<file path="config.mk">
export PLATFORM = sky130hd
export DESIGN_NAME = muldiv_sequencer
export DESIGN_NICKNAME = d
export VERILOG_FILES = /design/src/rtl/muldiv_sequencer.sv
export SDC_FILE = /design/constraint.sdc
export NUM_CORES = 1
export LEC_CHECK = 0
export ABC_AREA = 1
export CORE_ASPECT_RATIO = 1.1
export CORE_UTILIZATION = 54
export DETAILED_ROUTE_END_ITERATION = 10
export GPL_ROUTABILITY_DRIVEN = 1
export PLACE_DENSITY_LB_ADDON = 0.2
export RECOVER_POWER = 50
export SYNTH_ARGS = -nofsm -noshare
export SYNTH_HDL_FRONTEND = slang
export SYNTH_SLANG_ARGS = --single-unit
</file>
<file path="constraint.sdc">
create_clock -name clock -period 3.14 [get_ports clock]
set_clock_uncertainty 0.05 [all_clocks]
set_input_delay 0.314 -clock clock [delete_from_list [all_inputs] [get_ports clock]]
set_output_delay 0.314 -clock clock [all_outputs]
set_load 0.1 [all_outputs]
</file>
<file path="src/rtl/muldiv_sequencer.sv">
// Sequencer for the HI/LO multiply/divide unit: launches the multiplier or divider,
// waits for completion, then writes HI/LO or reports divide-by-zero / timeout.
module muldiv_sequencer #(
    parameter int MAX_CYCLES = 40,
    parameter int MEM_WAIT   = 2
) (
    input  logic       clock,
    input  logic       reset,
    input  logic       start,
    input  logic [1:0] op,
    input  logic       mult_end,
    input  logic       div_end,
    input  logic       div_zero,
    output logic       mult_flag,
    output logic       div_flag,
    output logic       div_selector,
    output logic       mult_div,
    output logic       hi_write,
    output logic       lo_write,
    output logic       mdr_write,
    output logic       busy,
    output logic       done,
    output logic       exc_div0,
    output logic       timeout,
    output logic [5:0] cycles
);

    localparam logic [1:0] OP_MULT = 2'b00;
    localparam logic [1:0] OP_DIVM = 2'b10;
    localparam logic [1:0] OP_ILL  = 2'b11;
    localparam int         WAIT_W  = 8;

    typedef enum logic [2:0] {
        S_IDLE    = 3'd0,
        S_MEMWAIT = 3'd1,
        S_KICK    = 3'd2,
        S_RUN     = 3'd3,
        S_WRITE   = 3'd4
    } state_t;

    state_t              r_state;
    logic [1:0]          r_op;
    logic [WAIT_W-1:0]   r_wait_cnt;
    logic [5:0]          r_cycles;
    logic                r_mult_flag;
    logic                r_div_flag;
    logic                r_div_selector;
    logic                r_mult_div;
    logic                r_hi_write;
    logic                r_lo_write;
    logic                r_mdr_write;
    logic                r_busy;
    logic                r_done;
    logic                r_exc_div0;
    logic                r_timeout;

    logic                w_end;
    logic                w_zero;
    logic                w_budget_out;

    // Completion flags are qualified by the latched op so the idle unit is never heard.
    assign w_end        = (r_op == OP_MULT) ? mult_end : div_end;
    assign w_zero       = (r_op != OP_MULT) && div_zero;
    assign w_budget_out = (r_cycles == 6'(MAX_CYCLES - 1));

    always_ff @(posedge clock) begin
        if (reset) begin
            r_state        <= S_IDLE;
            r_op           <= OP_MULT;
            r_wait_cnt     <= '0;
            r_cycles       <= '0;
            r_mult_flag    <= 1'b0;
            r_div_flag     <= 1'b0;
            r_div_selector <= 1'b0;
            r_mult_div     <= 1'b0;
            r_hi_write     <= 1'b0;
            r_lo_write     <= 1'b0;
            r_mdr_write    <= 1'b0;
            r_busy         <= 1'b0;
            r_done         <= 1'b0;
            r_exc_div0     <= 1'b0;
            r_timeout      <= 1'b0;
        end else begin
            r_mult_flag <= 1'b0;
            r_div_flag  <= 1'b0;
            r_hi_write  <= 1'b0;
            r_lo_write  <= 1'b0;
            r_mdr_write <= 1'b0;
            r_done      <= 1'b0;
            r_exc_div0  <= 1'b0;
            r_timeout   <= 1'b0;

            case (r_state)
                S_IDLE: begin
                    if (start && (op != OP_ILL)) begin
                        r_op       <= op;
                        r_busy     <= 1'b1;
                        r_mult_div <= (op != OP_MULT);
                        if (op == OP_DIVM) begin
                            r_state        <= S_MEMWAIT;
                            r_div_selector <= 1'b1;
                            r_mdr_write    <= 1'b1;
                            r_wait_cnt     <= WAIT_W'(1);
                        end else begin
                            r_state        <= S_KICK;
                            r_div_selector <= 1'b0;
                            r_mult_flag    <= (op == OP_MULT);
                            r_div_flag     <= (op != OP_MULT);
                            r_cycles       <= '0;
                        end
                    end
                end

                S_MEMWAIT: begin
                    if (r_wait_cnt >= WAIT_W'(MEM_WAIT)) begin
                        r_state    <= S_KICK;
                        r_div_flag <= 1'b1;
                        r_cycles   <= '0;
                    end else begin
                        r_wait_cnt <= r_wait_cnt + WAIT_W'(1);
                    end
                end

                S_KICK: begin
                    r_state <= S_RUN;
                end

                S_RUN: begin
                    if (r_cycles != 6'h3F) begin
                        r_cycles <= r_cycles + 6'd1;
                    end
                    // Divide-by-zero beats a coincident end; any end beats the budget.
                    if (w_zero) begin
                        r_state        <= S_IDLE;
                        r_exc_div0     <= 1'b1;
                        r_busy         <= 1'b0;
                        r_mult_div     <= 1'b0;
                        r_div_selector <= 1'b0;
                    end else if (w_end) begin
                        r_state    <= S_WRITE;
                        r_hi_write <= 1'b1;
                        r_lo_write <= 1'b1;
                        r_done     <= 1'b1;
                    end else if (w_budget_out) begin
                        r_state        <= S_IDLE;
                        r_timeout      <= 1'b1;
                        r_busy         <= 1'b0;
                        r_mult_div     <= 1'b0;
                        r_div_selector <= 1'b0;
                    end
                end

                S_WRITE: begin
                    r_state        <= S_IDLE;
                    r_busy         <= 1'b0;
                    r_mult_div     <= 1'b0;
                    r_div_selector <= 1'b0;
                end

                default: begin
                    r_state        <= S_IDLE;
                    r_busy         <= 1'b0;
                    r_mult_div     <= 1'b0;
                    r_div_selector <= 1'b0;
                end
            endcase
        end
    end

    assign mult_flag    = r_mult_flag;
    assign div_flag     = r_div_flag;
    assign div_selector = r_div_selector;
    assign mult_div     = r_mult_div;
    assign hi_write     = r_hi_write;
    assign lo_write     = r_lo_write;
    assign mdr_write    = r_mdr_write;
    assign busy         = r_busy;
    assign done         = r_done;
    assign exc_div0     = r_exc_div0;
    assign timeout      = r_timeout;
    assign cycles       = r_cycles;

endmodule

</file>
# ---- After elaboration in Yosys (flattened, before gate mapping)
# Cells that the tools add are included.
# W data, S select, Z words.
dict set report classes {
  n_eq_ne 16
  shifts 0
  mux 34
  reduce_logical 20
  n_mul 0
  add_sub_neg 2
  order_cmp 1
  bitwise 4
  n_div 0
}
# operator count
set op_table {}
lappend op_table {{$mux W6} 4}
lappend op_table {{$mux W8} 3}
lappend op_table {{$pmux W6 S3} 1}
lappend op_table {{$pmux W8 S2} 1}
lappend op_table {{$mux W3} 5}
lappend op_table {{$mux W1} 14}
lappend op_table {{$ne A2 B2 Y1 const B} 7}
lappend op_table {{$pmux W3 S4} 1}
lappend op_table {{$pmux W1 S3} 3}
lappend op_table {{$add A8 B1 Y8 const B} 1}
lappend op_table {{$ge A8 B2 Y1 const B} 1}
lappend op_table {{$reduce_and A4 Y1} 2}
lappend op_table {{$reduce_or A4 Y1} 2}
lappend op_table {{$add A6 B1 Y6 const B} 1}
lappend op_table {{$eq A3 B2 Y1 const B} 2}
lappend op_table {{$eq A6 B6 Y1 const B} 1}
lappend op_table {{$ne A3 B3 Y1 const B} 2}
lappend op_table {{$ne A6 B6 Y1 const B} 1}
lappend op_table {{$reduce_bool A2 Y1} 3}
lappend op_table {{$reduce_or A3 Y1} 2}
lappend op_table {{$reduce_and A5 Y1} 1}
lappend op_table {{$logic_not A2 Y1} 2}
lappend op_table {{$ne A4 B4 Y1 const B} 1}
lappend op_table {{$not A1 Y1} 4}
lappend op_table {{10 further kinds} 12}
dict set report word_totals {
  latch_bits 0
  elab_cells 90
  memories 0
  romBits 0
  register_bits 28
  ramBits 0
}

# ---- Longest topological paths before layout
# Gate-level depths: netlist of the first run.
dict set report logic_depth {
  ltp_word 5
  depth_mapped 11
}

# ---- Worst setup path after synthesis of the first run
# OpenSTA, ideal clock, no wires.
dict set report synth_path {
  path_type {reg2reg}
  from {register r_cycles[0] (netlist: cycles[0])}
  to {register r_cycles[3] (netlist: cycles[3])}
  stages_incl_launch_ff 10
  setup_time_ns 0.070
  slack_ns 1.003
  arrival_ns 2.016
  cell_sequence {dfxtp_1 ha_1 nand3_1 nor2_1 nand2_2 nand3_2 inv_1 nand2_2 nand2_1 a21oi_1}
}
dict set report synth_via {
  elab_chain_cells 3
}
# item line_no
set synth_rtl {}
lappend synth_rtl {{start, declared} 44} ;# logic [5:0] r_cycles;
lappend synth_rtl {{start signal, assigned} 130} ;# r_cycles <= r_cycles + 6'd1;
lappend synth_rtl {{$add A6 B1 Y6 or $ne A6 B6 Y1 (tied branches)} {130, 129}}
lappend synth_rtl {{$mux W6 or $ne A2 B2 Y1 (tied branches)} -}
lappend synth_rtl {{$pmux W6 S3 or $reduce_and A5 Y1 (tied branches)} -}
# Several ways; a longest one is shown, not always the timed one. The select of a mux whose other input is x is not followed.
# A chain may end at the register's enable or synchronous reset.

# ---- Worst setup path after layout of the first run
dict set report layout_path {
  from {register r_cycles[5] (netlist: cycles[5])}
  to {output cycles[5]}
}
# item line_no
set layout_lines {}
lappend layout_lines {{end, declared} 25} ;# output logic [5:0] cycles
# No word-level cell between the ends.

==> results of run 1 <==
==> power groups by stage <==
stage / Sequential (mW) / Combinational [mW] / Clock, mW
final: 0.426 / 0.508 / 0.237
after global routing: 0.431 / 0.553 / 0.257
after CTS: 0.426 / 0.538 / 0.243
after detailed placement: 0.433 / 0.534 / 0
after global placement: 0.429 / 0.522 / 0
after floorplan: 0.523 / 0.329 / 0
==> worst register-to-register path: cells and delay by family (launching register included) <==
kind / cells / cell delay (ns)
buf+inv: 1 / 0.06
flops: 1 / 0.43
compound gates: 1 / 0.12
simple gates: 6 / 0.68
fa+ha+maj: 1 / 0.25
==> registers in the layout, indices dropped and copies added, names as in the netlist, 2 cells and up <==
register    flops
r_state         3
r_op            2
r_wait_cnt      8
cycles          6
==> Yosys cell counts, drive strengths merged <==
| library cell | count | area, um2 |
|---|---|---|
| clkbuf | 2 | 7.51 |
| dfxtp | 28 | 561 |
| nand3 | 13 | 75.1 |
| inv | 16 | 60.1 |
| a21oi | 17 | 85.1 |
| nor3 | 2 | 10.0 |
| a21boi | 1 | 18.8 |
| nand2 | 48 | 195 |
| buf | 2 | 15.0 |
| ha | 3 | 37.5 |
| a31oi | 1 | 6.26 |
| nor4 | 2 | 12.5 |
| or2 | 3 | 18.8 |
| o21ai | 3 | 15.0 |
| o21bai | 1 | 7.51 |
| xor2 | 2 | 17.5 |
| nand4 | 2 | 12.5 |
| nor2 | 31 | 131 |
==> stage by stage <==
step | hold WS, ns | power, mW
2_1_floorplan | 0.341 | 0.852
3_3_place_gp | 0.377 | 0.951
3_5_place_dp | 0.379 | 0.966
4_1_cts | 0.401 | 1.21
5_1_grt | 0.422 | 1.24
6_report | 0.401 | 1.17
==> final cells by class <==
cell class / count / area (um2) / share of cell area [%]
Tap cell: 30 / 37.5 / 2.43
Multi-Input combinational cell: 129 / 618 / 39.9
Timing Repair Buffer: 25 / 219 / 14.1
Sequential cell: 28 / 561 / 36.2
Clock inverter: 1 / 30.0 / 1.94
Clock buffer: 3 / 22.5 / 1.46
Inverter: 16 / 60.1 / 3.88
==> cells by family (layout without fill, tap and decap cells) <==
group | count (synthesis) | in the layout | synth area share [%]
and+or+nand+nor | 101 | 101 | 35.4
DFF | 28 | 28 | 43.6
xor gates and xnor gates | 2 | 2 | 1.36
AOI/OAI and AO/OA | 23 | 23 | 10.3
adders and majority gates | 3 | 3 | 2.92
buffers and inverters | 20 | 45 | 6.42
==> metal layers <==
metal,global-route usage [%],wire [um],vias to the layer above
met4,10.3,52,0
met5,0,0,-
met1,26.6,1250,564
met2,43.0,1360,22
met3,3.45,75,5
li1,-,-,617
==> worst min path at each step <==
stage,from,endpoint
6_report,r_wait_cnt[3]$_SDFFE_PP0P_,r_wait_cnt[3]$_SDFFE_PP0P_
3_3_place_gp,r_wait_cnt[3]$_SDFFE_PP0P_,r_wait_cnt[3]$_SDFFE_PP0P_
3_5_place_dp,r_wait_cnt[3]$_SDFFE_PP0P_,r_wait_cnt[3]$_SDFFE_PP0P_
5_1_grt,r_wait_cnt[7]$_SDFFE_PP0P_,r_wait_cnt[7]$_SDFFE_PP0P_
4_1_cts,r_wait_cnt[3]$_SDFFE_PP0P_,r_wait_cnt[3]$_SDFFE_PP0P_
2_1_floorplan,op[0],mdr_write$_SDFF_PP0_
==> out/results.tsv, run 1 <==
stage	metric	value	unit
place	io_buffers	24	
setup_path	r2r_slack	1.50	ns
pwr	ir_drop	0.436	mV
synthesis	synth.distinct_cells	24	
floorplan	placementRows	18	
sta	slew_headroom	22.9	%
sta	fin_crit	2.29	ns
setup_path	path_max_fanout	6	
pwr	pwr-share-comb	43.4	%
setup_path	reg2reg_depth	9	
setup_path	crit_family	buffers and inverters	
sta	drv_slew	0	
drt	drt-total-wl	2740	um
global_route	grt_pass1_wl	4510	um
sta	fmax	0.436	GHz
sta	period_share	73.0	%
clock_network	cts_tree	done	
clock_network	cts_root_buffer	clkbuf_4	
setup_path	reg2reg_to	cycles[4]$_SDFFE_PP0P_	
setup_path	cp.arrival	1.93	ns
run	drv_cap	0	
clock_network	post-cts-setup-buffer-count	0	
clock_network	cts_made_buffers	3	
global_route	grt.total_usage	23.1	%
clock_network	clockBufferDepth	2	
synthesis	synth_nets	188	
setup_path	endpoint	cycles[5]	
clock_network	clk_pin_slew	0.15	ns
setup_path	crit_required	2.78	ns
sta	rsz0062_at_grt	false	
worst_hold_path	whs_path_depth	2	
place	dp.cells	228	
layout	nets	214	
drt	drt_iter0_drc	35	
drt	final_antenna_net_count	0	
setup_path	reg2reg_from	cycles[0]$_SDFFE_PP0P_	
setup_path	cp_slowest_cell	clkdlybuf4s50_1	
clock_network	cts_hold_buf	0	
drt	vias	1208	
synthesis	avgSynthCellArea	7.27	um2
synthesis	synth_seq_area_share	43.6	%
sta	hold_viol_final	0	
status	status	complete, no violations	
synthesis	synthesis.area	1290	um2
synthesis	synthCells	177	
setup_path	start_kind	register	
clock_network	post_cts_resized	0	
pwr	p_leak	0.653	nW
place	dpl-instance-area	1540	um2
floorplan	coreArea	2250	um2
setup_path	cpPeakStageDelay	1.16	ns
sta	setup_viol	0	
global_route	antenna_found_initial	0	
drt	drc	0	
floorplan	dieArea	2580	um2
place	place.gp.congestion	0.752	
floorplan	dieWidth	48.5	um
setup_path	end_kind	primary output	
layout	fin_cells	232	
sta	tns	0	ns
place	post-place-ws	1.24	ns
clock_network	clock_latency	0.34	ns
synthesis	synth_warnings	0	
setup_path	crit_start	cycles[5]$_SDFFE_PP0P_	
setup_path	critical_path_buf_inv_count	1	
worst_hold_path	hp-class	register to register	
layout	antenna_cells	0	
sta	layout_setup_ws	0.848	ns
pwr	p_seq_share	36.3	%
drt	via_per_inst	5.21	
layout	drive_gt1_share	6.93	%
pwr	switchingPower	0.514	mW
setup_path	path_cells	clkdlybuf4s50_1	
setup_path	crit_type	register to primary output	
layout	design_area	1550	um2
layout	final_cell_mix	nand2_1, nor2_1, dfxtp_1, clkdlybuf4s50_1, a21oi_1	
pwr	internal_power	0.657	mW
floorplan	die_height	53.2	um
synthesis	synth.ff_latch_count	28	
layout	final_common_cell	nand2_1	
sta	worst_slew_pin_slew	1.16	ns
drt	wire_per_inst	11.8	um
pwr	swShare	43.9	%
layout	post-route-util	68.7	%
drt	dr.pass1.iters	4	
clock_network	cts.sinks	28	
floorplan	pin_count	25	
clock_network	htree_levels	1	
floorplan	initial_utilization	57.1	%
global_route	grt-ovfl-total	0	
global_route	grt_max_degree	17	
setup_path	path_depth	1	
pwr	powerDensity	757	nW/um2
layout	area_growth	20.3	%
global_route	grt_pass1_vias	1074	
pwr	pwr-share-clk	20.3	%
layout	nFillCells	208	
place	dp_hpwl	2080	um
Power figures use the tool's default switching activity.
==> run 2, diff against run 1 <==
CORE_UTILIZATION = 50   (was 54)
clock period = 2.3 ns   (was 3.14 ns; I/O delays follow)
==> run 2 against run 1 <==
Net effect:
- core utilization fell by 5.4 points
- power up 30%
- sequential share of layout area increased by 1.6 points
- non-clock buffer count stayed put
- wire length fell by 3.8%
- final cell count unchanged
- largest power group unchanged
==> out/results.tsv, run 2 (synthesis gave the netlist of run 1 again) <==
stage	metric	value	unit
status	status	complete, no violations	
floorplan	die_height	55.2	um
pwr	p_leak	0.646	nW
setup_path	r2r_slack	0.76	ns
layout	final_cell_mix	nand2_1, nor2_1, dfxtp_1, a21oi_1, inv_1	
setup_path	crit_family	buffers and inverters	
pwr	switchingPower	0.705	mW
global_route	grt_pass1_vias	1019	
setup_path	crit_start	cycles[0]$_SDFFE_PP0P_	
global_route	grt_use_met3	3.55	%
layout	top_register	r_wait_cnt	
global_route	gr-usage-met2	34.7	%
setup_path	path_cells	clkbuf_1	
place	dp_hpwl	1990	um
setup_path	reg2reg_to	r_wait_cnt[1]$_SDFFE_PP0P_	
setup_path	reg2reg_from	r_wait_cnt[0]$_SDFFE_PP0P_	
sta	period_share	83.6	%
layout	largest_reg_flops	8	
global_route	use_met1	27.2	%
layout	final_common_cell	nand2_1	
sta	worst_slew_pin_slew	1.17	ns
setup_path	crit_type	register to primary output	
clock_network	cts_made_buffers	3	
drt	via_per_inst	5.11	
pwr	powerDensity	1020	nW/um2
global_route	grt_pass1_wl	4310	um
floorplan	dieWidth	50.4	um
floorplan	placementRows	18	
clock_network	cts.sinks	28	
setup_path	end_kind	primary output	
drt	dr.pass1.iters	6	
clock_network	cts_root_buffer	clkbuf_4	
sta	setup_viol	0	
setup_path	start_kind	register	
setup_path	crit_required	2.02	ns
global_route	top_usage_layer	met2	
sta	tns	0	ns
pwr	internal_power	0.812	mW
setup_path	cp.arrival	1.64	ns
run	drv_cap	0	
floorplan	coreArea	2340	um2
sta	slew_headroom	22.1	%
global_route	grt.total_usage	20.7	%
clock_network	post-cts-setup-buffer-count	0	
floorplan	dieArea	2780	um2
pwr	ir_drop	0.657	mV
layout	area_growth	15.4	%
drt	drt-total-wl	2640	um
drt	drc	0	
layout	antenna_cells	0	
pwr	pwr-share-clk	15.7	%
pwr	p_seq_share	37.8	%
drt	drt_iter0_drc	8	
clock_network	post_cts_resized	0	
sta	fin_crit	1.92	ns
clock_network	cts_hold_buf	0	
sta	drv_slew	0	
worst_hold_path	hp-class	register to register	
global_route	grt-ovfl-total	0	
setup_path	endpoint	cycles[0]	
setup_path	path_depth	1	
global_route	antenna_found_initial	0	
sta	hold_viol_final	0	
setup_path	cpPeakStageDelay	0.89	ns
clock_network	clock_latency	0.33	ns
layout	nets	214	
sta	rsz0062_at_grt	false	
drt	vias	1186	
setup_path	path_max_fanout	5	
setup_path	reg2reg_depth	10	
place	io_buffers	24	
drt	final_antenna_net_count	0	
global_route	grt_max_degree	16	
clock_network	htree_levels	1	
setup_path	critical_path_buf_inv_count	1	
place	place.gp.congestion	0.794	
sta	fmax	0.520	GHz
floorplan	initial_utilization	54.9	%
layout	drive_gt1_share	10.9	%
clock_network	clk_pin_slew	0.14	ns
clock_network	clockBufferDepth	2	
pwr	pwr-share-comb	46.5	%
pwr	swShare	46.5	%
setup_path	cp_slowest_cell	clkbuf_1	
layout	post-route-util	63.4	%
drt	wire_per_inst	11.4	um
clock_network	cts_tree	done	
layout	nFillCells	242	
floorplan	pin_count	25	
run 2: cell count changes in the layout (fill, tap and decap cells not counted):
cell             before  now
nor2_4                0    1
bufinv_16             1    0
clkdlybuf4s50_1      19    7
inv_1                14   15
clkbuf_1              5   13
dlygate4sd3_1         1    0
clkbuf_8              0    1
nand2_2               2    5
inv_2                 2    1
nand2_1              46   43
buf_4                 0    5
nor2_1               29   28
run 2: worst min path at each step:
stage / from / to / slack [ns] / depth (start not counted)
final: r_wait_cnt[3]$_SDFFE_PP0P_ / r_wait_cnt[3]$_SDFFE_PP0P_ / 0.40 / 2
after detailed placement: r_wait_cnt[3]$_SDFFE_PP0P_ / r_wait_cnt[3]$_SDFFE_PP0P_ / 0.38 / 2
after global placement: r_wait_cnt[7]$_SDFFE_PP0P_ / r_wait_cnt[7]$_SDFFE_PP0P_ / 0.38 / 2
after floorplan: op[0] / mdr_write$_SDFF_PP0_ / 0.26 / 1
after CTS: r_wait_cnt[3]$_SDFFE_PP0P_ / r_wait_cnt[3]$_SDFFE_PP0P_ / 0.40 / 2
after global routing: r_wait_cnt[7]$_SDFFE_PP0P_ / r_wait_cnt[7]$_SDFFE_PP0P_ / 0.42 / 2
run 2: final cells by class:
cell class / instances / area, um2 / share of cell area, %
timing repair buffer: 25 / 156 / 10.5
inverter: 16 / 60.1 / 4.05
tap: 30 / 37.5 / 2.53
sequential: 28 / 561 / 37.8
clock buffer: 4 / 36.3 / 2.45
multi-input combinational: 129 / 633 / 42.7
run 2: power by group through the flow:
stage | combinational [mW] | sequential [mW] | clock (mW)
after CTS | 0.733 | 0.579 | 0.241
after global routing | 0.786 | 0.580 | 0.263
after detailed placement | 0.729 | 0.589 | 0
after global placement | 0.705 | 0.586 | 0
final | 0.706 | 0.574 | 0.238
after floorplan | 0.449 | 0.713 | 0
run 2: layer usage:
layer / wire (um) / vias to the layer above
met5: 0 / -
met4: 33 / 0
met3: 112 / 7
met2: 1270 / 31
met1: 1220 / 532
li1: - / 616
run 2: per-stage QoR:
| step | power [mW] | hold slack (ns) | cells | cell area, um2 | setup slack (ns) |
|---|---|---|---|---|---|
| final | 1.52 | 0.397 | 232 | 1480 | 0.377 |
| after global routing | 1.63 | 0.418 | 232 | 1480 | 0.311 |
| after CTS | 1.55 | 0.400 | 232 | 1540 | 0.742 |
| after detailed placement | 1.32 | 0.379 | 228 | 1510 | 0.560 |
| after global placement | 1.29 | 0.376 | 228 | 1510 | 0.616 |
| after floorplan | 1.16 | 0.257 | 177 | 1290 | 0.163 |
